`src/rtl/input_sequencer_pkg.sv`:
```
// Shared state encoding and default immediate for the input sequencer.
package input_sequencer_pkg;

  typedef enum logic [2:0] {
    ENTER_A = 3'd0,
    ENTER_B = 3'd1,
    ENTER_C = 3'd2,
    ENTER_D = 3'd3,
    PRESENT = 3'd4
  } state_e;

  localparam int unsigned DEFAULT_IMM_VAL = 21;

endpackage

```
`src/rtl/btn_debounce.sv`:
```
// Two-flop synchronizer plus counter debouncer for an active-low button;
// emits a one-cycle press pulse when the debounced level falls.
module btn_debounce #(
  parameter int unsigned DEB_CYCLES = 16
) (
  input  logic clk,
  input  logic rst_n,
  input  logic i_btn_n,
  output logic o_press
);

  localparam int unsigned CNT_W = $clog2(DEB_CYCLES);
  localparam logic [CNT_W-1:0] CNT_MAX = CNT_W'(DEB_CYCLES - 1);

  logic             r_sync1;
  logic             r_sync2;
  logic             r_level;
  logic [CNT_W-1:0] r_cnt;
  logic             r_press;

  // NOTE: sequential state uses non-blocking assignments so every flop samples pre-edge values.
  always_ff @(posedge clk or negedge rst_n) begin
    if (!rst_n) begin
      r_sync1 <= 1'b1;
      r_sync2 <= 1'b1;
      r_level <= 1'b1;
      r_cnt   <= '0;
      r_press <= 1'b0;
    end else begin
      r_sync1 <= i_btn_n;
      r_sync2 <= r_sync1;
      r_press <= 1'b0;
      if (r_sync2 != r_level) begin
        if (r_cnt == CNT_MAX) begin
          r_level <= r_sync2;
          r_cnt   <= '0;
          r_press <= r_level;  // old level 1 means this is a 1->0 edge
        end else begin
          r_cnt <= r_cnt + CNT_W'(1);
        end
      end else begin
        r_cnt <= '0;
      end
    end
  end

  assign o_press = r_press;

endmodule

```
`src/rtl/input_sequencer.sv`:
```
// Switch-entry sequencer: captures fields A/B/C (and D when INPUT_IMM_EN is
// defined) on debounced button presses, then presents them with valid/ready.
module input_sequencer
  import input_sequencer_pkg::*;
#(
  parameter int unsigned NUM_SW      = 4,
  parameter int unsigned ADDR_W      = 5,
  parameter int unsigned DATA_W      = 32,
  parameter int unsigned DEB_CYCLES  = 16,
  parameter int unsigned DEFAULT_IMM = DEFAULT_IMM_VAL
) (
  input  logic              clk,
  input  logic              rst_n,
  input  logic [NUM_SW-1:0] sw,
  input  logic              btn_n,
  input  logic              abort,
  input  logic              out_ready,
  output logic              out_valid,
  output logic [ADDR_W-1:0] out_a,
  output logic [ADDR_W-1:0] out_b,
  output logic [ADDR_W-1:0] out_c,
  output logic [DATA_W-1:0] out_d,
  output logic [2:0]        step
);

  logic [NUM_SW-2:0] r_sw_meta;
  logic [NUM_SW-2:0] r_sw_sync;
  logic              w_unused_msb;
  logic              w_press;
  logic [ADDR_W-1:0] w_addr_val;

  state_e            r_state;
  logic              r_valid;
  logic [ADDR_W-1:0] r_a;
  logic [ADDR_W-1:0] r_b;
  logic [ADDR_W-1:0] r_c;
`ifdef INPUT_IMM_EN
  logic [DATA_W-1:0] r_d;
`endif

  assign w_unused_msb = sw[NUM_SW-1];

  always_ff @(posedge clk or negedge rst_n) begin
    if (!rst_n) begin
      r_sw_meta <= '0;
      r_sw_sync <= '0;
    end else begin
      r_sw_meta <= sw[NUM_SW-2:0];
      r_sw_sync <= r_sw_meta;
    end
  end

  btn_debounce #(
    .DEB_CYCLES(DEB_CYCLES)
  ) u_btn_debounce (
    .clk    (clk),
    .rst_n  (rst_n),
    .i_btn_n(btn_n),
    .o_press(w_press)
  );

  assign w_addr_val = ADDR_W'(r_sw_sync);

  always_ff @(posedge clk or negedge rst_n) begin
    if (!rst_n) begin
      r_state <= ENTER_A;
      r_valid <= 1'b0;
      r_a     <= '0;
      r_b     <= '0;
      r_c     <= '0;
`ifdef INPUT_IMM_EN
      r_d     <= '0;
`endif
    end else if (abort) begin
      // abort outranks a press; a handshake in this cycle has already transferred
      r_state <= ENTER_A;
      r_valid <= 1'b0;
      r_a     <= '0;
      r_b     <= '0;
      r_c     <= '0;
`ifdef INPUT_IMM_EN
      r_d     <= '0;
`endif
    end else begin
      case (r_state)
        ENTER_A: if (w_press) begin
          r_a     <= w_addr_val;
          r_state <= ENTER_B;
        end
        ENTER_B: if (w_press) begin
          r_b     <= w_addr_val;
          r_state <= ENTER_C;
        end
        ENTER_C: if (w_press) begin
          r_c     <= w_addr_val;
`ifdef INPUT_IMM_EN
          r_state <= ENTER_D;
`else
          r_state <= PRESENT;
          r_valid <= 1'b1;
`endif
        end
`ifdef INPUT_IMM_EN
        ENTER_D: if (w_press) begin
          r_d     <= DATA_W'(r_sw_sync);
          r_state <= PRESENT;
          r_valid <= 1'b1;
        end
`endif
        PRESENT: if (out_ready) begin
          r_state <= ENTER_A;
          r_valid <= 1'b0;
        end
        default: begin
          r_state <= ENTER_A;
          r_valid <= 1'b0;
        end
      endcase
    end
  end

  assign out_valid = r_valid;
  assign out_a     = r_a;
  assign out_b     = r_b;
  assign out_c     = r_c;
  assign step      = r_state;
`ifdef INPUT_IMM_EN
  assign out_d     = r_d;
`else
  assign out_d     = DATA_W'(DEFAULT_IMM);
`endif

endmodule

```
`config.mk`:
```
export PLATFORM = sky130hd
export DESIGN_NAME = input_sequencer
export DESIGN_NICKNAME = d
export VERILOG_FILES = /design/src/rtl/input_sequencer_pkg.sv /design/src/rtl/btn_debounce.sv /design/src/rtl/input_sequencer.sv
export SDC_FILE = /design/constraint.sdc
export NUM_CORES = 1
export LEC_CHECK = 0
export BUFFER_PORTS_ARGS = -buffer_cell sky130_fd_sc_hd__buf_2
export CAP_MARGIN = 20
export CORE_MARGIN = 2
export CORE_UTILIZATION = 45
export CTS_CLUSTER_DIAMETER = 120
export DETAILED_ROUTE_END_ITERATION = 6
export GPL_TIMING_DRIVEN = 0
export PLACE_DENSITY = 0.77
export SETUP_SLACK_MARGIN = 0.3
export SYNTH_ARGS = -nofsm -noshare
export SYNTH_HDL_FRONTEND = slang
export SYNTH_SLANG_ARGS = --single-unit
```
`constraint.sdc`:
```
create_clock -name clk -period 1.7 [get_ports clk]
set_input_delay 0.085 -clock clk [delete_from_list [all_inputs] [get_ports clk]]
set_output_delay 0.085 -clock clk [all_outputs]
set_load 0.02 [all_outputs]
```
==> flow_metrics.py, run 1 <==
metrics = {
    "detailed_routing": {
        "wl_mm": 2.21,
        "remaining_drc_errors": 7,
        "first_pass_iters": 6,
        "met1_length_um": 879,
        "viasPerCell": 3.98,
        "drtAntennaViolNets": 0,
        "vias": 875,
        "wire_per_inst_um": 10.1,
        "top_layer": "met3",
        "wl_met2_mm": 1.16,
        "routed-wl-met3_um": 173,
        "drt_iter0_drc": 15,
    },
    "clock_network": {
        "root_buffer": "clkbuf_4",
        "clockBufferDepth": 2,
        "cts_htree_levels": 1,
        "worstSkewPairLatency_ps": 320,
        "clock-sinks": 27,
        "cts_buffers": 3,
        "cts_tree": "built",
        "path_clk_slew_ps": 140,
    },
    "run_status": {
        "outcome": "finished with violations",
        "violations": "design-rule violations",
    },
    "worst_setup_path": {
        "rr_worst_depth": 4,
        "critical_path_class": "flop to flop",
        "crit_required_ps": 1910,
        "r2r-end": "out_a[0]$_DFFE_PN0P_",
        "worst-path-max-fanout": 6,
        "start_kind": "flop",
        "ff2ff_setup_slack_ps": 370,
        "worstSetupEndpointType": "flop",
        "arrival_ps": 1540,
        "r2r_start": "step[0]$_DFFE_PN0P_",
    },
    "floorplanning": {
        "ios": 60,
        "die-width_um": 58.9,
        "die_area_mm2": 0.00347,
        "start_util_pct": 48.4,
        "rows": 19,
        "core_mm2": 0.00281,
        "die_h_um": 58.9,
    },
    "worst_hold_path": {
        "min_path_cells": 4,
        "worstHoldStart": "out_ready",
        "hold_path_class": "input pin to flop",
        "hold_end": "step[2]$_DFFE_PN0P_",
    },
    "yosys": {
        "synth_area_leaders": "dfrtp_1 44%, buf_4 21%, mux2i_1 6.6%",
        "ys_seq_elements": 27,
        "synth_ff_type": "dfrtp_1",
        "ys_types": 24,
        "synth_area_per_cell_um2": 11.3,
        "yosys.area.top_type": "dfrtp_1",
        "synthCells": 120,
        "syn_area_mm2": 0.00136,
        "yosysWarnings": 0,
        "yosysTopAreaCellShare_pct": 44.2,
        "synth_edf_count": 0,
        "async_flop_share_pct": 100,
        "seq_area_frac_synth_pct": 50.0,
    },
    "final_layout": {
        "areaGrowthSynthToFinish_pct": 28.8,
        "final.fill_count": 244,
        "stdcell_count": 220,
        "nets": 200,
        "antenna_cells": 0,
        "drive_gt1_share_pct": 39.7,
    },
    "grt": {
        "grt_max_degree": 28,
        "grt_pass1_wl_mm": 3.37,
        "grt_pass1_vias": 774,
        "grt_overflow": 0,
        "grt.total_usage_pct": 12.7,
        "antenna_found_initial": 0,
    },
    "placed_design": {
        "gp_congestion": 0.729,
        "portBuffers": 20,
        "dp.cells": 207,
        "hpwl_mm": 1.69,
        "dp_slack_ps": 368,
    },
    "timing": {
        "hold_viol": 0,
        "worst-slew-pin-transition_ps": 579,
        "post-route-period-util_pct": 78.5,
        "clock_skew_ps": 4.89,
        "setup_viol": 0,
        "finalSetupTns_ps": 0,
        "fmax_ghz": 0.749,
        "drv_slew": 0,
        "worst_slack_ps": 365,
        "rsz0062_at_grt": "no",
        "slew_headroom_pct": 61.4,
        "period_needed_ps": 1330,
    },
    "pwr": {
        "vdd_ir_drop_max_uv": 777,
        "power.density_mw_per_mm2": 658,
        "leakage_nw": 0.941,
    },
    "run": {
        "maxCapViolations": 0,
    },
}
kinds of logic (layout without fill, tap and decap cells):
kind of cell	count (synthesis)	in the layout	synth area share [%]
buffers and inverters	43	76	23.0
AOI/OAI and AO/OA	8	8	2.95
DFF	27	27	50.0
muxes	10	10	7.47
adders and majority gates	1	1	0.922
other	2	38	0.553
xor gates and xnor gates	3	3	1.94
and+or+nand+nor	26	26	13.1
power by group:
group | switching, W | leakage (nW) | internal, W
clock | 0.000188 | 0.0183 | 0.0000957
sequential | 0.0000120 | 0.350 | 0.000660
combinational | 0.000113 | 0.572 | 0.0000817
worst max-delay path by stage:
| stage | from | endpoint | depth (start not counted) |
|---|---|---|---|
| 4_1_cts | step[2]$_DFFE_PN0P_ | out_a[0]$_DFFE_PN0P_ | 3 |
| 5_1_grt | step[0]$_DFFE_PN0P_ | out_a[0]$_DFFE_PN0P_ | 4 |
| 3_5_place_dp | step[2]$_DFFE_PN0P_ | out_a[0]$_DFFE_PN0P_ | 3 |
| 3_3_place_gp | step[2]$_DFFE_PN0P_ | out_a[1]$_DFFE_PN0P_ | 3 |
| 2_1_floorplan | step[1]$_DFFE_PN0P_ | out_b[0]$_DFFE_PN0P_ | 4 |
| 6_report | step[0]$_DFFE_PN0P_ | out_a[0]$_DFFE_PN0P_ | 4 |
critical path, stage by stage (launching register included):
cell,delay [ps]
dfrtp_1,420
buf_6,140
nor4b_4,380
mux2i_1,240
nor2_1,60
through the flow:
step	hold WS [ps]	util, %	total power, W	area [um^2]
floorplan	-211	-	0.000835	1490
global placement	103	58.2	0.000859	1630
detailed placement	110	58.2	0.000865	1630
CTS	87.5	61.4	0.00116	1720
global route	110	62.3	0.00121	1750
finish	113	62.3	0.00115	1750
cells in the final DEF, fill, tap and decap left out, drive strengths merged:
cell	instances
nand4b	1
inv	3
and3b	1
conb	38
dfstp	3
clkbuf	4
ha	1
o21ai	2
nor2	11
nand3	1
xnor2	3
dfrtp	24
nor3b	3
nor2b	2
mux2	1
dlygate4sd3	6
nor4	1
nor3	3
nor4b	1
buf	63
a21oi	6
and4bb	2
mux2i	9
flip-flops by register name (all words and copies together), names as in the netlist:
name and cells:
u_btn_debounce.o_press 1, u_btn_debounce.r_sync2 1, r_sw_sync 3, u_btn_debounce.r_sync1 1, out_b 3, out_valid 1
out_a 3, u_btn_debounce.r_level 1, out_c 3, r_sw_meta 3, u_btn_debounce.r_cnt 4, step 3
timing repair:
item                       in CTS  in global routing
hold endpoints to repair       31                  0
hold buffers                    6                  0
setup endpoints to repair       0                  2
resized for setup               0                  2
setup buffers                   0                  3
final cells by class:
class / count / area, um^2 / area share (%)
flip-flops and latches: 27 / 679 / 38.9
repair buffers: 29 / 183 / 10.5
inverters: 2 / 7.51 / 0.429
clock buffers: 3 / 22.5 / 1.29
well taps: 31 / 38.8 / 2.22
multi-input cells: 86 / 500 / 28.6
plain buffers: 41 / 308 / 17.6
clock inverters: 1 / 8.76 / 0.501
layer usage:
layer  vias to the layer above  track usage, %
met5                         -               0
met4                         0           0.974
met3                         0            4.18
met2                        33            24.6
met1                       387            13.9
li1                        455               -
Yosys cell counts, drive strengths merged, types with 2 or more instances:
master / n
buf: 40
dfrtp: 24
nor2: 11
mux2i: 9
a21oi: 6
dfstp: 3
nor3: 3
nor3b: 3
xnor2: 3
and4bb: 2
conb: 2
inv: 2
nor2b: 2
o21ai: 2
Power figures use the tool's default switching activity.
==> inputs of run 2 (changes only) <==
==> constraint.sdc (replaced) <==
create_clock -name clk -period 1.4 [get_ports clk]
set_input_delay 0.07 -clock clk [delete_from_list [all_inputs] [get_ports clk]]
set_output_delay 0.07 -clock clk [all_outputs]
set_load 0.02 [all_outputs]
==> run 2 against run 1 <==
The flow still finishes with violations (design-rule violations). Die area did not move. Hold slack lost 12 ps. Routed wire length is 11% higher. Total power up 21%. Global-route usage rose by 1.9 points. Count of clock-buffer cells in the layout rose by 1. Final area increased by 7.0%. Sequential power increased by 22%. Critical path type unchanged. Largest cell class unchanged. Largest power group unchanged.
==> flow_metrics.py, run 2 (synthesized netlist as in run 1, its figures left out) <==
metrics = {
    "clock_network": {
        "cts_htree_levels": 1,
        "cts_tree": "built",
        "worstSkewPairLatency_ps": 310,
        "clock-sinks": 27,
        "cts_buffers": 3,
        "path_clk_slew_ps": 130,
        "clockBufferDepth": 2,
        "root_buffer": "clkbuf_4",
    },
    "final_layout": {
        "stdcell_count": 227,
        "largest_register_ffs": 4,
        "multi_input_comb_area_um2": 554,
        "largest_register": "u_btn_debounce.r_cnt",
        "ff_latch_area_um2": 683,
        "most-common-layout-cells": "46 x buf_4, 38 x conb_1, 21 x dfrtp_1",
        "drive_gt1_share_pct": 46.9,
        "areaGrowthSynthToFinish_pct": 37.8,
        "final_common_cell": "buf_4",
        "nets": 207,
        "final.fill_count": 232,
        "fin_area_mm2": 0.00187,
        "antenna_cells": 0,
    },
    "grt": {
        "grt_pass1_vias": 882,
        "grt_max_degree": 28,
        "grt_overflow": 0,
        "antenna_found_initial": 0,
        "grt.total_usage_pct": 14.6,
        "grt_pass1_wl_mm": 3.82,
    },
    "timing": {
        "rsz0062_at_grt": "yes",
        "post-route-period-util_pct": 99.4,
        "period_needed_ps": 1390,
        "setup_viol": 0,
        "holdWs_ps": 101,
        "worst-slew-pin-transition_ps": 577,
        "hold_viol": 0,
        "clock_skew_ps": 6.87,
        "drv_slew": 0,
        "slew_headroom_pct": 61.6,
        "fmax_ghz": 0.719,
        "finalSetupTns_ps": 0,
    },
    "floorplanning": {
        "ios": 60,
        "die_area_mm2": 0.00347,
        "die-width_um": 58.9,
        "die_h_um": 58.9,
        "core_mm2": 0.00281,
        "rows": 19,
        "start_util_pct": 48.4,
    },
    "detailed_routing": {
        "drt_iter0_drc": 20,
        "remaining_drc_errors": 9,
        "first_pass_iters": 5,
        "drtAntennaViolNets": 0,
        "vias": 949,
        "wire_per_inst_um": 10.8,
        "wl_mm": 2.45,
        "viasPerCell": 4.18,
    },
    "run_status": {
        "violations": "design-rule violations",
        "outcome": "finished with violations",
    },
    "worst_hold_path": {
        "min_path_cells": 4,
        "hold_end": "step[2]$_DFFE_PN0P_",
        "worstHoldStart": "out_ready",
        "hold_path_class": "input pin to flop",
    },
    "worst_setup_path": {
        "start_kind": "flop",
        "rr_worst_depth": 4,
        "crit_buf_inv": 1,
        "arrival_ps": 1580,
        "worst-path-max-fanout": 4,
        "cpPeakStageDelay_ps": 440,
        "r2r_start": "step[1]$_DFFE_PN0P_",
        "r2r-end": "out_a[2]$_DFFE_PN0P_",
        "crit_required_ps": 1580,
        "ff2ff_setup_slack_ps": 9,
        "slowest_stage": "dfrtp_2",
        "worstSetupEndpointType": "flop",
        "critPathTopFamily": "simple AND/OR/NAND/NOR gates",
        "path_cells": "buf_6 > nor4b_4 > mux2i_1 > nor2_1",
        "critical_path_class": "flop to flop",
    },
    "placed_design": {
        "dp.cells": 207,
        "hpwl_mm": 1.69,
        "postPlaceCellArea_mm2": 0.00164,
        "gp_congestion": 0.681,
        "portBuffers": 20,
    },
    "pwr": {
        "power.density_mw_per_mm2": 742,
        "leakage_nw": 0.982,
        "vdd_ir_drop_max_uv": 555,
    },
    "run": {
        "maxCapViolations": 0,
    },
}
run 2: cell count changes in the layout (fill, tap and decap cells not counted), moves of 2 or more:
| cell | delta |
|---|---|
| a21oi_1 | -2 |
| a21oi_2 | +2 |
| buf_4 | +4 |
| buf_6 | +4 |
| dfrtp_1 | -3 |
| dfrtp_2 | +3 |
| o21ai_0 | -2 |
| o21ai_1 | +2 |
run 2: timing repair:
item / in CTS / in global routing
pin swaps: 3 / 6
hold buffers: 6 / 0
endpoints found under the setup margin: 13 / 17
setup buffers: 9 / 1
gates resized for setup: 9 / 8
hold endpoints to repair: 31 / 0
run 2: area by class of cell:
type / count / share of cell area [%]
Tap cell: 31 / 2.07
Multi-Input combinational cell: 86 / 29.6
Buffer: 41 / 16.7
Clock buffer: 4 / 1.40
Inverter: 2 / 0.401
Timing Repair Buffer: 36 / 13.3
Sequential cell: 27 / 36.5
run 2: metal layers:
layer	track usage [%]	vias to the layer above	share of wire (%)
li1	-	468	-
met1	15.8	435	36
met2	27.8	44	53
met4	5.84	0	1.1
met3	2.42	2	10
met5	0	-	0
run 2: worst min-delay path, cell delays in order:
cell,delay (ps)
buf_2,90
nor2_1,50
a21oi_2,120
nor3_1,60
run 2: how the worst max path moves through the flow:
stage / startpoint / end / cells past startpoint / slack (ps)
3_3_place_gp: step[1]$_DFFE_PN0P_ / out_a[1]$_DFFE_PN0P_ / 4 / 110
5_1_grt: step[1]$_DFFE_PN0P_ / out_a[2]$_DFFE_PN0P_ / 4 / -40
4_1_cts: step[0]$_DFFE_PN0P_ / out_a[2]$_DFFE_PN0P_ / 4 / 20
3_5_place_dp: step[2]$_DFFE_PN0P_ / out_a[2]$_DFFE_PN0P_ / 3 / 30
6_report: step[1]$_DFFE_PN0P_ / out_a[2]$_DFFE_PN0P_ / 4 / 9
2_1_floorplan: step[1]$_DFFE_PN0P_ / out_a[0]$_DFFE_PN0P_ / 4 / 90
run 2: power by group:
part	internal [W]	switching [W]	total (W)
logic	0.000114	0.000147	0.000261
registers	0.000801	0.0000159	0.000817
clock network	0.000111	0.000199	0.000310
run 2: through the flow:
| step | total power [W] | util, % | setup slack (ps) |
|---|---|---|---|
| 3_3_place_gp | 0.00104 | 58.6 | 107 |
| 3_5_place_dp | 0.00105 | 58.6 | 26.7 |
| 4_1_cts | 0.00139 | 64.9 | 20.0 |
| 2_1_floorplan | 0.00102 | - | 91.2 |
| 5_1_grt | 0.00146 | 66.7 | -43.5 |
| 6_report | 0.00139 | 66.7 | 8.54 |
